`config.mk`:
```
export PLATFORM = sky130hd
export DESIGN_NAME = lsu_rmw
export DESIGN_NICKNAME = d
export VERILOG_FILES = /design/src/rtl/lsu_rmw_pkg.sv /design/src/rtl/lsu_rmw_align.sv /design/src/rtl/lsu_rmw.sv
export SDC_FILE = /design/constraint.sdc
export NUM_CORES = 1
export LEC_CHECK = 0
export ABC_AREA = 0
export BUFFER_PORTS_ARGS = -buffer_cell sky130_fd_sc_hd__buf_2
export CORE_UTILIZATION = 54
export CTS_BUF_LIST = sky130_fd_sc_hd__clkbuf_2
export DETAILED_ROUTE_END_ITERATION = 8
export PLACE_DENSITY = 0.79
export SETUP_SLACK_MARGIN = 0.02
export SLEW_MARGIN = 20
export SYNTH_ARGS = -nofsm -noshare
export SYNTH_HDL_FRONTEND = slang
export SYNTH_SLANG_ARGS = --single-unit
```
`constraint.sdc`:
```
create_clock -name clk -period 2.45 [get_ports clk]
set_input_delay 0.1225 -clock clk [delete_from_list [all_inputs] [get_ports clk]]
set_output_delay 0.1225 -clock clk [all_outputs]
set_load 0.02 [all_outputs]
```
`src/rtl/lsu_rmw_pkg.sv`:
```
// lsu_rmw_pkg: shared types and constants for the load/store unit.
//   addr_t / data_t / enable_t : common word, address and strobe types
//   lsu_state_e                : LSU controller states
//   F3_*                       : RV32I load/store funct3 encodings
//   f3_invalid()               : funct3 values that are not a load/store width
package lsu_rmw_pkg;

    typedef logic [31:0] addr_t;
    typedef logic [31:0] data_t;
    typedef logic        enable_t;

    typedef enum logic [1:0] {
        IDLE,
        ACCESS,
        WRITE,
        RESP
    } lsu_state_e;

    localparam logic [2:0] F3_B  = 3'b000;
    localparam logic [2:0] F3_H  = 3'b001;
    localparam logic [2:0] F3_W  = 3'b010;
    localparam logic [2:0] F3_BU = 3'b100;
    localparam logic [2:0] F3_HU = 3'b101;

    function automatic logic f3_invalid(input logic [2:0] f3);
        return (f3 == 3'b011) || (f3 == 3'b110) || (f3 == 3'b111);
    endfunction

endpackage

```
`src/rtl/lsu_rmw_align.sv`:
```
// lsu_align: combinational lane logic for the load/store unit.
//   funct3_i    : access width/sign (low two bits select B/H/W, bit 2 = unsigned)
//   addr_lo_i   : byte offset within the word
//   word_i      : word read from memory
//   wdata_i     : store data (low byte/half used for sub-word stores)
//   load_data_o : extracted and sign/zero-extended load value
//   merged_o    : word_i with the store byte/half inserted at its lane
// Width codes 2'b10 and 2'b11 both behave as a full word.
module lsu_align
    import lsu_rmw_pkg::*;
(
    input  logic [2:0] funct3_i,
    input  logic [1:0] addr_lo_i,
    input  data_t      word_i,
    input  data_t      wdata_i,
    output data_t      load_data_o,
    output data_t      merged_o
);

    logic [4:0]  byte_sh;
    logic [4:0]  half_sh;
    logic [7:0]  byte_val;
    logic [15:0] half_val;
    logic        sext;

    always_comb begin
        byte_sh     = {addr_lo_i, 3'b000};
        half_sh     = {addr_lo_i[1], 4'b0000};
        byte_val    = word_i[byte_sh +: 8];
        half_val    = word_i[half_sh +: 16];
        sext        = ~funct3_i[2];
        load_data_o = word_i;
        merged_o    = wdata_i;
        case (funct3_i[1:0])
            2'b00: begin
                load_data_o               = {{24{byte_val[7] & sext}}, byte_val};
                merged_o                  = word_i;
                merged_o[byte_sh +: 8]    = wdata_i[7:0];
            end
            2'b01: begin
                load_data_o               = {{16{half_val[15] & sext}}, half_val};
                merged_o                  = word_i;
                merged_o[half_sh +: 16]   = wdata_i[15:0];
            end
            default: begin
                load_data_o = word_i;
                merged_o    = wdata_i;
            end
        endcase
    end

endmodule

```
`src/rtl/lsu_rmw.sv`:
```
// lsu_rmw: load/store unit between the MEM stage and a word-wide memory port.
// Sub-word stores are done as read-modify-write (read in ACCESS, write in WRITE).
// Build option: define LSU_MISALIGN_CHECK_EN to enable misalignment / invalid
// funct3 detection with an error response; otherwise no check is made and
// resp_misaligned_o stays 0.
// Ports:
//   clk, rst_n             : clock, synchronous active-low reset
//   req_valid_i/req_ready_o: request handshake (ready only in IDLE)
//   req_we_i, req_funct3_i : store flag, RV32I width/sign encoding
//   req_addr_i, req_wdata_i: byte address, store data
//   resp_valid_o/resp_ready_i, resp_rdata_o, resp_misaligned_o : response beat
//   dmem_addr_o, dmem_ren_o, dmem_rdata_i, dmem_wen_o, dmem_wdata_o : memory port
module lsu_rmw
    import lsu_rmw_pkg::*;
#(
    parameter int unsigned ADDR_W     = 32,
    parameter bit          STORE_RESP = 1'b1
) (
    input  logic              clk,
    input  logic              rst_n,
    input  logic              req_valid_i,
    output logic              req_ready_o,
    input  logic              req_we_i,
    input  logic [2:0]        req_funct3_i,
    input  logic [ADDR_W-1:0] req_addr_i,
    input  logic [31:0]       req_wdata_i,
    output logic              resp_valid_o,
    input  logic              resp_ready_i,
    output logic [31:0]       resp_rdata_o,
    output logic              resp_misaligned_o,
    output logic [ADDR_W-1:0] dmem_addr_o,
    output logic              dmem_ren_o,
    input  logic [31:0]       dmem_rdata_i,
    output logic              dmem_wen_o,
    output logic [31:0]       dmem_wdata_o
);

    lsu_state_e        state_q, state_d;
    logic              we_q, we_d;
    logic [2:0]        f3_q, f3_d;
    logic [ADDR_W-1:0] addr_q, addr_d;
    data_t             wdata_q, wdata_d;
    data_t             rdata_q, rdata_d;
    data_t             merged_q, merged_d;
    logic              mis_q, mis_d;

    logic              req_mis;
    logic              sub_word;
    enable_t           ren, wen;
    data_t             load_data, merged;

    lsu_align u_align (
        .funct3_i    (f3_q),
        .addr_lo_i   (addr_q[1:0]),
        .word_i      (dmem_rdata_i),
        .wdata_i     (wdata_q),
        .load_data_o (load_data),
        .merged_o    (merged)
    );

`ifdef LSU_MISALIGN_CHECK_EN
    always_comb begin
        req_mis = f3_invalid(req_funct3_i)
               || ((req_funct3_i[1:0] == 2'b01) && req_addr_i[0])
               || ((req_funct3_i[1:0] == 2'b10) && (req_addr_i[1:0] != 2'b00));
    end
`else
    // Without the check mis_q can never be set, so resp_misaligned_o is constant 0.
    assign req_mis = 1'b0;
`endif

    // B/H/BU/HU have funct3[1] clear; everything else stores a full word.
    assign sub_word = ~f3_q[1];

    // Enables are qualified by rst_n so a write in flight when reset is
    // applied never reaches memory at the reset edge.
    assign dmem_ren_o = ren & rst_n;
    assign dmem_wen_o = wen & rst_n;

    always_ff @(posedge clk) begin
        if (!rst_n) begin
            state_q  <= IDLE;
            we_q     <= 1'b0;
            f3_q     <= '0;
            addr_q   <= '0;
            wdata_q  <= '0;
            rdata_q  <= '0;
            merged_q <= '0;
            mis_q    <= 1'b0;
        end else begin
            state_q  <= state_d;
            we_q     <= we_d;
            f3_q     <= f3_d;
            addr_q   <= addr_d;
            wdata_q  <= wdata_d;
            rdata_q  <= rdata_d;
            merged_q <= merged_d;
            mis_q    <= mis_d;
        end
    end

    always_comb begin
        state_d           = state_q;
        we_d              = we_q;
        f3_d              = f3_q;
        addr_d            = addr_q;
        wdata_d           = wdata_q;
        rdata_d           = rdata_q;
        merged_d          = merged_q;
        mis_d             = mis_q;
        req_ready_o       = 1'b0;
        resp_valid_o      = 1'b0;
        resp_rdata_o      = '0;
        resp_misaligned_o = 1'b0;
        dmem_addr_o       = '0;
        dmem_wdata_o      = '0;
        ren               = 1'b0;
        wen               = 1'b0;
        case (state_q)
            IDLE: begin
                req_ready_o = 1'b1;
                if (req_valid_i) begin
                    we_d    = req_we_i;
                    f3_d    = req_funct3_i;
                    addr_d  = req_addr_i;
                    wdata_d = req_wdata_i;
                    rdata_d = '0;
                    mis_d   = req_mis;
                    state_d = req_mis ? RESP : ACCESS;
                end
            end
            ACCESS: begin
                dmem_addr_o = {addr_q[ADDR_W-1:2], 2'b00};
                if (!we_q) begin
                    ren     = 1'b1;
                    rdata_d = load_data;
                    state_d = RESP;
                end else if (sub_word) begin
                    ren      = 1'b1;
                    merged_d = merged;
                    state_d  = WRITE;
                end else begin
                    wen          = 1'b1;
                    dmem_wdata_o = wdata_q;
                    state_d      = STORE_RESP ? RESP : IDLE;
                end
            end
            WRITE: begin
                dmem_addr_o  = {addr_q[ADDR_W-1:2], 2'b00};
                wen          = 1'b1;
                dmem_wdata_o = merged_q;
                state_d      = STORE_RESP ? RESP : IDLE;
            end
            RESP: begin
                resp_valid_o      = 1'b1;
                resp_rdata_o      = rdata_q;
                resp_misaligned_o = mis_q;
                if (resp_ready_i) begin
                    state_d = IDLE;
                end
            end
            default: state_d = IDLE;
        endcase
    end

endmodule

```
==> results of run 1 <==
## how the worst min path moves through the flow
stage | startpoint | to | slack [ns]
floorplan | req_wdata_i[0] | wdata_q[0] | 0.26
global placement | req_wdata_i[1] | wdata_q[1] | 0.37
detailed placement | req_wdata_i[1] | wdata_q[1] | 0.37
CTS | req_wdata_i[19] | wdata_q[19] | 0.13
global route | req_wdata_i[3] | wdata_q[3] | 0.11
finish | req_wdata_i[13] | wdata_q[13] | 0.18
## cell families (layout without fill, tap and decap cells)
kind of cell,count (synthesis),in the layout,synth area share (%)
and+or+nand+nor,326,326,22.7
adders and majority gates,9,9,1.59
muxes,15,15,2.53
AOI/OAI and AO/OA,288,288,29.7
buffers and inverters,94,389,5.45
other,1,3,0.0531
DFF,134,134,38.0
## routing by layer
layer / vias up / routed length (um) / global-route usage [%]
met4: 0 / 956 / 18.1
met3: 86 / 2400 / 9.65
met5: - / 0 / 0
met1: 3631 / 9810 / 44.6
met2: 469 / 11400 / 57.6
li1: 3624 / - / -
## layout make-up
type	instances	area (um^2)	area share, %
Inverter	14	55.1	0.564
Clock buffer	17	85.1	0.871
Tap cell	172	215	2.20
Sequential cell	134	2690	27.6
Timing Repair Buffer	343	2460	25.2
Clock inverter	15	209	2.14
Multi-Input combinational cell	641	4050	41.4
## what timing repair did
item / CTS / global route
pin swaps: 0 / 1
gates cloned: 0 / 2
hold buffers: 109 / 0
hold endpoints to repair: 134 / 0
endpoints found under the setup margin: 61 / 60
gates resized for setup: 11 / 16
buffers inserted: 0 / 3
## worst min-delay path: cells and delay by family
kind                   cells  cell delay (ns)
buffers and inverters      2             0.65
AOI/OAI and AO/OA          1             0.06
and+or+nand+nor            1             0.04
## cell usage in the layout (no fill, tap or decap), types with 5 or more instances in the layout
master         count
clkbuf_2          17
dfxtp_1          132
nor2_1            13
o21ai_0           45
nand2_1          165
a22oi_1           32
a221oi_1          34
bufinv_16          5
a22o_1            43
a21oi_1           34
buf_2            196
dlygate4sd3_1    109
inv_1             11
nor2b_1           35
nand2b_1          20
mux2i_1           10
ha_1               7
o21a_1             5
o2bb2ai_1         11
buf_4             29
buf_12             5
or3_1             10
and2_1            62
a21boi_0          64
## sequential cells by signal, indices dropped and copies added, names as in the netlist
register	count
addr_q	32
f3_q	3
merged_q	32
rdata_q	32
state_q	2
wdata_q	32
we_q	1
## power groups by stage
stage / combinational, uW / clock, uW / sequential, uW
floorplan: 2010 / 0 / 2790
CTS: 3040 / 1610 / 2870
finish: 3340 / 1600 / 2910
global route: 3590 / 1710 / 2950
global placement: 2770 / 0 / 2900
detailed placement: 2800 / 0 / 2910
## metrics by stage
step	worst slack, ns	power [uW]	hold WS [ns]	std cells	setup TNS (ns)
2_1_floorplan	0.222	4800	0.258	869	0
3_3_place_gp	0.309	5670	0.368	1190	0
3_5_place_dp	0.218	5710	0.370	1190	0
4_1_cts	0.0226	7530	0.134	1331	0
5_1_grt	-0.0200	8250	0.110	1336	-0.0242
6_report	0.111	7850	0.175	1336	0
==> impl_metrics.tcl, run 1 <==
set metrics [dict create \
    outcome "complete, no violations" \
    hold_depth 4 \
    clockBufferDepth 2 \
    finalWorstPathRequiredPeriod_ns 2.34 \
    cts_root_buf "clkbuf_2" \
    netlist_top_cells_area "dfxtp_1, nand2_1, a21boi_0" \
    core-area_mm2 0.0127 \
    finalInstanceArea_mm2 0.00976 \
    track_usage_pct 36.0 \
    critical_path.top_delay_family "simple AND/OR/NAND/NOR gates" \
    placed_area_mm2 0.00822 \
    vias 7810 \
    io_pins 205 \
    clock_sink_count 134 \
    synth_top_area_cell "dfxtp_1" \
    place_hpwl_um 14700 \
    slew_viol_final 0 \
    synthArstFlopShare_pct 0 \
    power.switching_uw 3110 \
    synth_most_common_cell "nand2_1" \
    post-route-period-util_pct 95.5 \
    max_freq_ghz 0.427 \
    internal_power_uw 4750 \
    synth_area_per_cell_um2 8.15 \
    crit_slowest_cell "dfxtp_4" \
    areaGrowthSynthToFinish_pct 38.1 \
    start_util_pct 55.8 \
    grt_max_degree 100 \
    drv_cap 0 \
    p_comb_share_pct 42.5 \
    ys_ff_latch 134 \
    fp.dieH_um 116 \
    grt_antenna_before_repair 0 \
    hold_viol 0 \
    cp.required_ns 2.33 \
    synth_edf_count 0 \
    synth-main-ff-cell "dfxtp_1" \
    cts_max_level 4 \
    setup_violations 0 \
    crit_type "reg2out" \
    switching_share_pct 39.6 \
    clk_pin_slew_worst_paths_ns 0.21 \
    io_buffers 201 \
    synth_common_cells "nand2_1, dfxtp_1, clkbuf_1" \
    cts_tree "built" \
    cp_num_buf_inv 3 \
    grt_pass1_wl_um 37400 \
    clkPwrFrac_pct 20.4 \
    rsz0062_at_grt "yes" \
    drtAntennaViolNets 0 \
    worst-path-stages 7 \
    gr-total-overflow 0 \
    yosysUniqueCellTypes 47 \
    post_drt_wl_per_cell_um 18.4 \
    r2r.worst_path.cells 6 \
    r2r_setup_slack_ns 0.12 \
    finalNetCount 1264 \
    drc 0 \
    place_congestion 0.920 \
    grt_pass1_vias 7302 \
    reg2reg_to "rdata_q[11]" \
    drt_iter0_markers 912 \
    first_pass_iters 5 \
    fp-row-count 41 \
    die_x_um 116 \
    fin_util_pct 77.1 \
    worstPathCellList "inv_4, ha_4, and3_4, buf_12, a22oi_1, nor2b_1, buf_4" \
    critPathMaxStageDelay_ns 0.41 \
    relSlewSlack_pct 42.4 \
    leakage_uw 0.00423 \
    cp-end-kind "primary output" \
    drt-total-wl_um 24500 \
    synth_cells 867 \
    startpoint_type "flop" \
    tightestPinTransition_ns 0.864 \
    hp-class "in2reg" \
    peakVddDrop_v 0.000570 \
    path_max_fanout 12 \
    endpoint "dmem_wdata_o[7]" \
    netlist_area_mm2 0.00707 \
    p_seq_share_pct 37.1 \
    diodes 0 \
    yosysWarnings 0 \
    die_area_mm2 0.0136 \
    fill_cells 898 \
    finalClockSkew_ns 0.0309 \
    cts_buffers 17 \
    powerDensity_mw_per_mm2 804 \
    reg2reg_from "addr_q[1]" \
    synth_top_area_share_pct 38.0 \
    critPathArrivalTime_ns 2.22 \
    avgViaCountPerCell 5.85 \
    clock_latency_ns 0.72 \
    final_layout_size_suffix_gt1_share_pct 24.2 \
    ys_seq_area_share_pct 38.0 \
    crit_path_start "state_q[1]" \
]
Note: power is estimated with default switching activity, not from simulation.
==> run 2, diff against run 1 <==
--- a/config.mk
+++ b/config.mk
@@ -10,7 +10,7 @@
 export CORE_UTILIZATION = 54
 export CTS_BUF_LIST = sky130_fd_sc_hd__clkbuf_2
 export DETAILED_ROUTE_END_ITERATION = 8
-export PLACE_DENSITY = 0.79
+export PLACE_DENSITY = 0.83
 export SETUP_SLACK_MARGIN = 0.02
 export SLEW_MARGIN = 20
 export SYNTH_ARGS = -nofsm -noshare
==> impl_metrics.tcl, run 2 (synthesis gave the netlist of run 1 again) <==
set metrics [dict create \
    tightestPinTransition_ns 0.593 \
    crit_path_start "state_q[1]" \
    fin_tns_setup_ns 0 \
    fp.dieH_um 116 \
    finalWorstPathRequiredPeriod_ns 2.43 \
    slew_viol_final 0 \
    fill_cells 747 \
    fin_util_pct 81.3 \
    drt-total-wl_um 27800 \
    place_congestion 0.898 \
    cts_max_level 4 \
    hp-class "in2reg" \
    start_util_pct 55.8 \
    drt_iter0_markers 1081 \
    diodes 0 \
    peakVddDrop_v 0.000691 \
    max_freq_ghz 0.412 \
    finalClockSkew_ns 0.0323 \
    track_usage_pct 40.3 \
    areaGrowthSynthToFinish_pct 45.8 \
    finalPower_uw 7950 \
    die_x_um 116 \
    post_drt_wl_per_cell_um 20.2 \
    placed_area_mm2 0.00820 \
    finalNetCount 1305 \
    finalInstanceArea_mm2 0.0103 \
    cts_root_buf "clkbuf_2" \
    clock_sink_count 134 \
    avgViaCountPerCell 6.02 \
    clockBufferDepth 2 \
    core-area_mm2 0.0127 \
    mostFrequentLayoutCells "buf_2, nand2_1, dlygate4sd3_1" \
    die_area_mm2 0.0136 \
    grt_max_degree 69 \
    grt_pass1_wl_um 40900 \
    final_common_cell "buf_2" \
    crit_type "reg2out" \
    place_hpwl_um 14300 \
    grt_pass1_vias 7881 \
    drc 0 \
    pre_cts_ws_ns 0.425 \
    final_layout_size_suffix_gt1_share_pct 25.1 \
    gr-total-overflow 0 \
    io_pins 205 \
    cts_buffers 17 \
    fp-row-count 41 \
    multiInputGateArea_mm2 0.00415 \
    reg2reg_from "state_q[1]" \
    path_max_fanout 8 \
    cp-end-kind "primary output" \
    timing.final.ws_setup_ns 0.0203 \
    first_pass_iters 6 \
    cp.required_ns 2.33 \
    outcome "complete, no violations" \
    post-route-period-util_pct 99.2 \
    relSlewSlack_pct 60.4 \
    drv_cap 0 \
    powerDensity_mw_per_mm2 772 \
    io_buffers 201 \
    cts_tree "built" \
    setup_violations 0 \
    vias 8293 \
    grt_antenna_before_repair 0 \
    hold_viol 0 \
    clock_latency_ns 0.78 \
    critPathArrivalTime_ns 2.31 \
    startpoint_type "flop" \
    clk_pin_slew_worst_paths_ns 0.20 \
    drtAntennaViolNets 0 \
    ff_latch_area_mm2 0.00269 \
    hold_start "req_wdata_i[23]" \
    leakage_uw 0.00448 \
    rsz0062_at_grt "yes" \
]
run 2: per-stage QoR:
stage	hold WS [ns]	cells
2_1_floorplan	0.258	869
4_1_cts	0.0775	1370
5_1_grt	0.0914	1377
3_5_place_dp	0.369	1186
3_3_place_gp	0.368	1186
6_report	0.131	1377
run 2: area by class of cell:
class                      instances  share of cell area, %
clock inverter                    13                   1.11
multi-input combinational        641                   40.3
inverter                          14                  0.534
clock buffer                      19                  0.923
sequential                       134                   26.1
tap                              172                   2.09
timing repair buffer             384                   28.9
run 2: metal layers:
| layer | global-route usage [%] | up-vias | wire length (um) |
|---|---|---|---|
| met5 | 0 | - | 0 |
| met4 | 23.8 | 0 | 1320 |
| met3 | 11.4 | 148 | 3290 |
| met2 | 64.5 | 608 | 12800 |
| met1 | 48.2 | 3832 | 10300 |
| li1 | - | 3705 | - |
run 2: final timing paths:
| check | to | slack [ns] | cells after the start |
|---|---|---|---|
| min | wdata_q[23] | 0.13 | 4 |
| max | dmem_wdata_o[1] | 0.02 | 7 |
| min reg2reg | wdata_q[16] | 0.48 | 2 |
| max reg2reg | addr_q[10] | 0.07 | 8 |
run 2: worst max-delay path, cell delays in order (launching register included):
cell	delay, ns
dfxtp_4	0.41
inv_4	0.06
ha_4	0.15
and3_4	0.31
clkbuf_16	0.21
a22oi_2	0.06
nor2b_1	0.16
buf_4	0.17
run 2: what timing repair did:
| item | CTS | global route |
|---|---|---|
| endpoints found under the setup margin | 63 | 59 |
| hold endpoints to repair | 134 | 0 |
| gates resized for setup | 20 | 57 |
| buffers inserted | 2 | 5 |
| pin swaps | 0 | 4 |
| gates cloned | 2 | 2 |
| hold buffers | 148 | 0 |
run 2: where the power goes:
part | total (uW) | leakage (uW) | internal [uW] | switching (uW)
sequential | 2960 | 0.00109 | 2580 | 374
combinational | 3710 | 0.00325 | 1600 | 2110
clock | 1290 | 0.000141 | 454 | 836
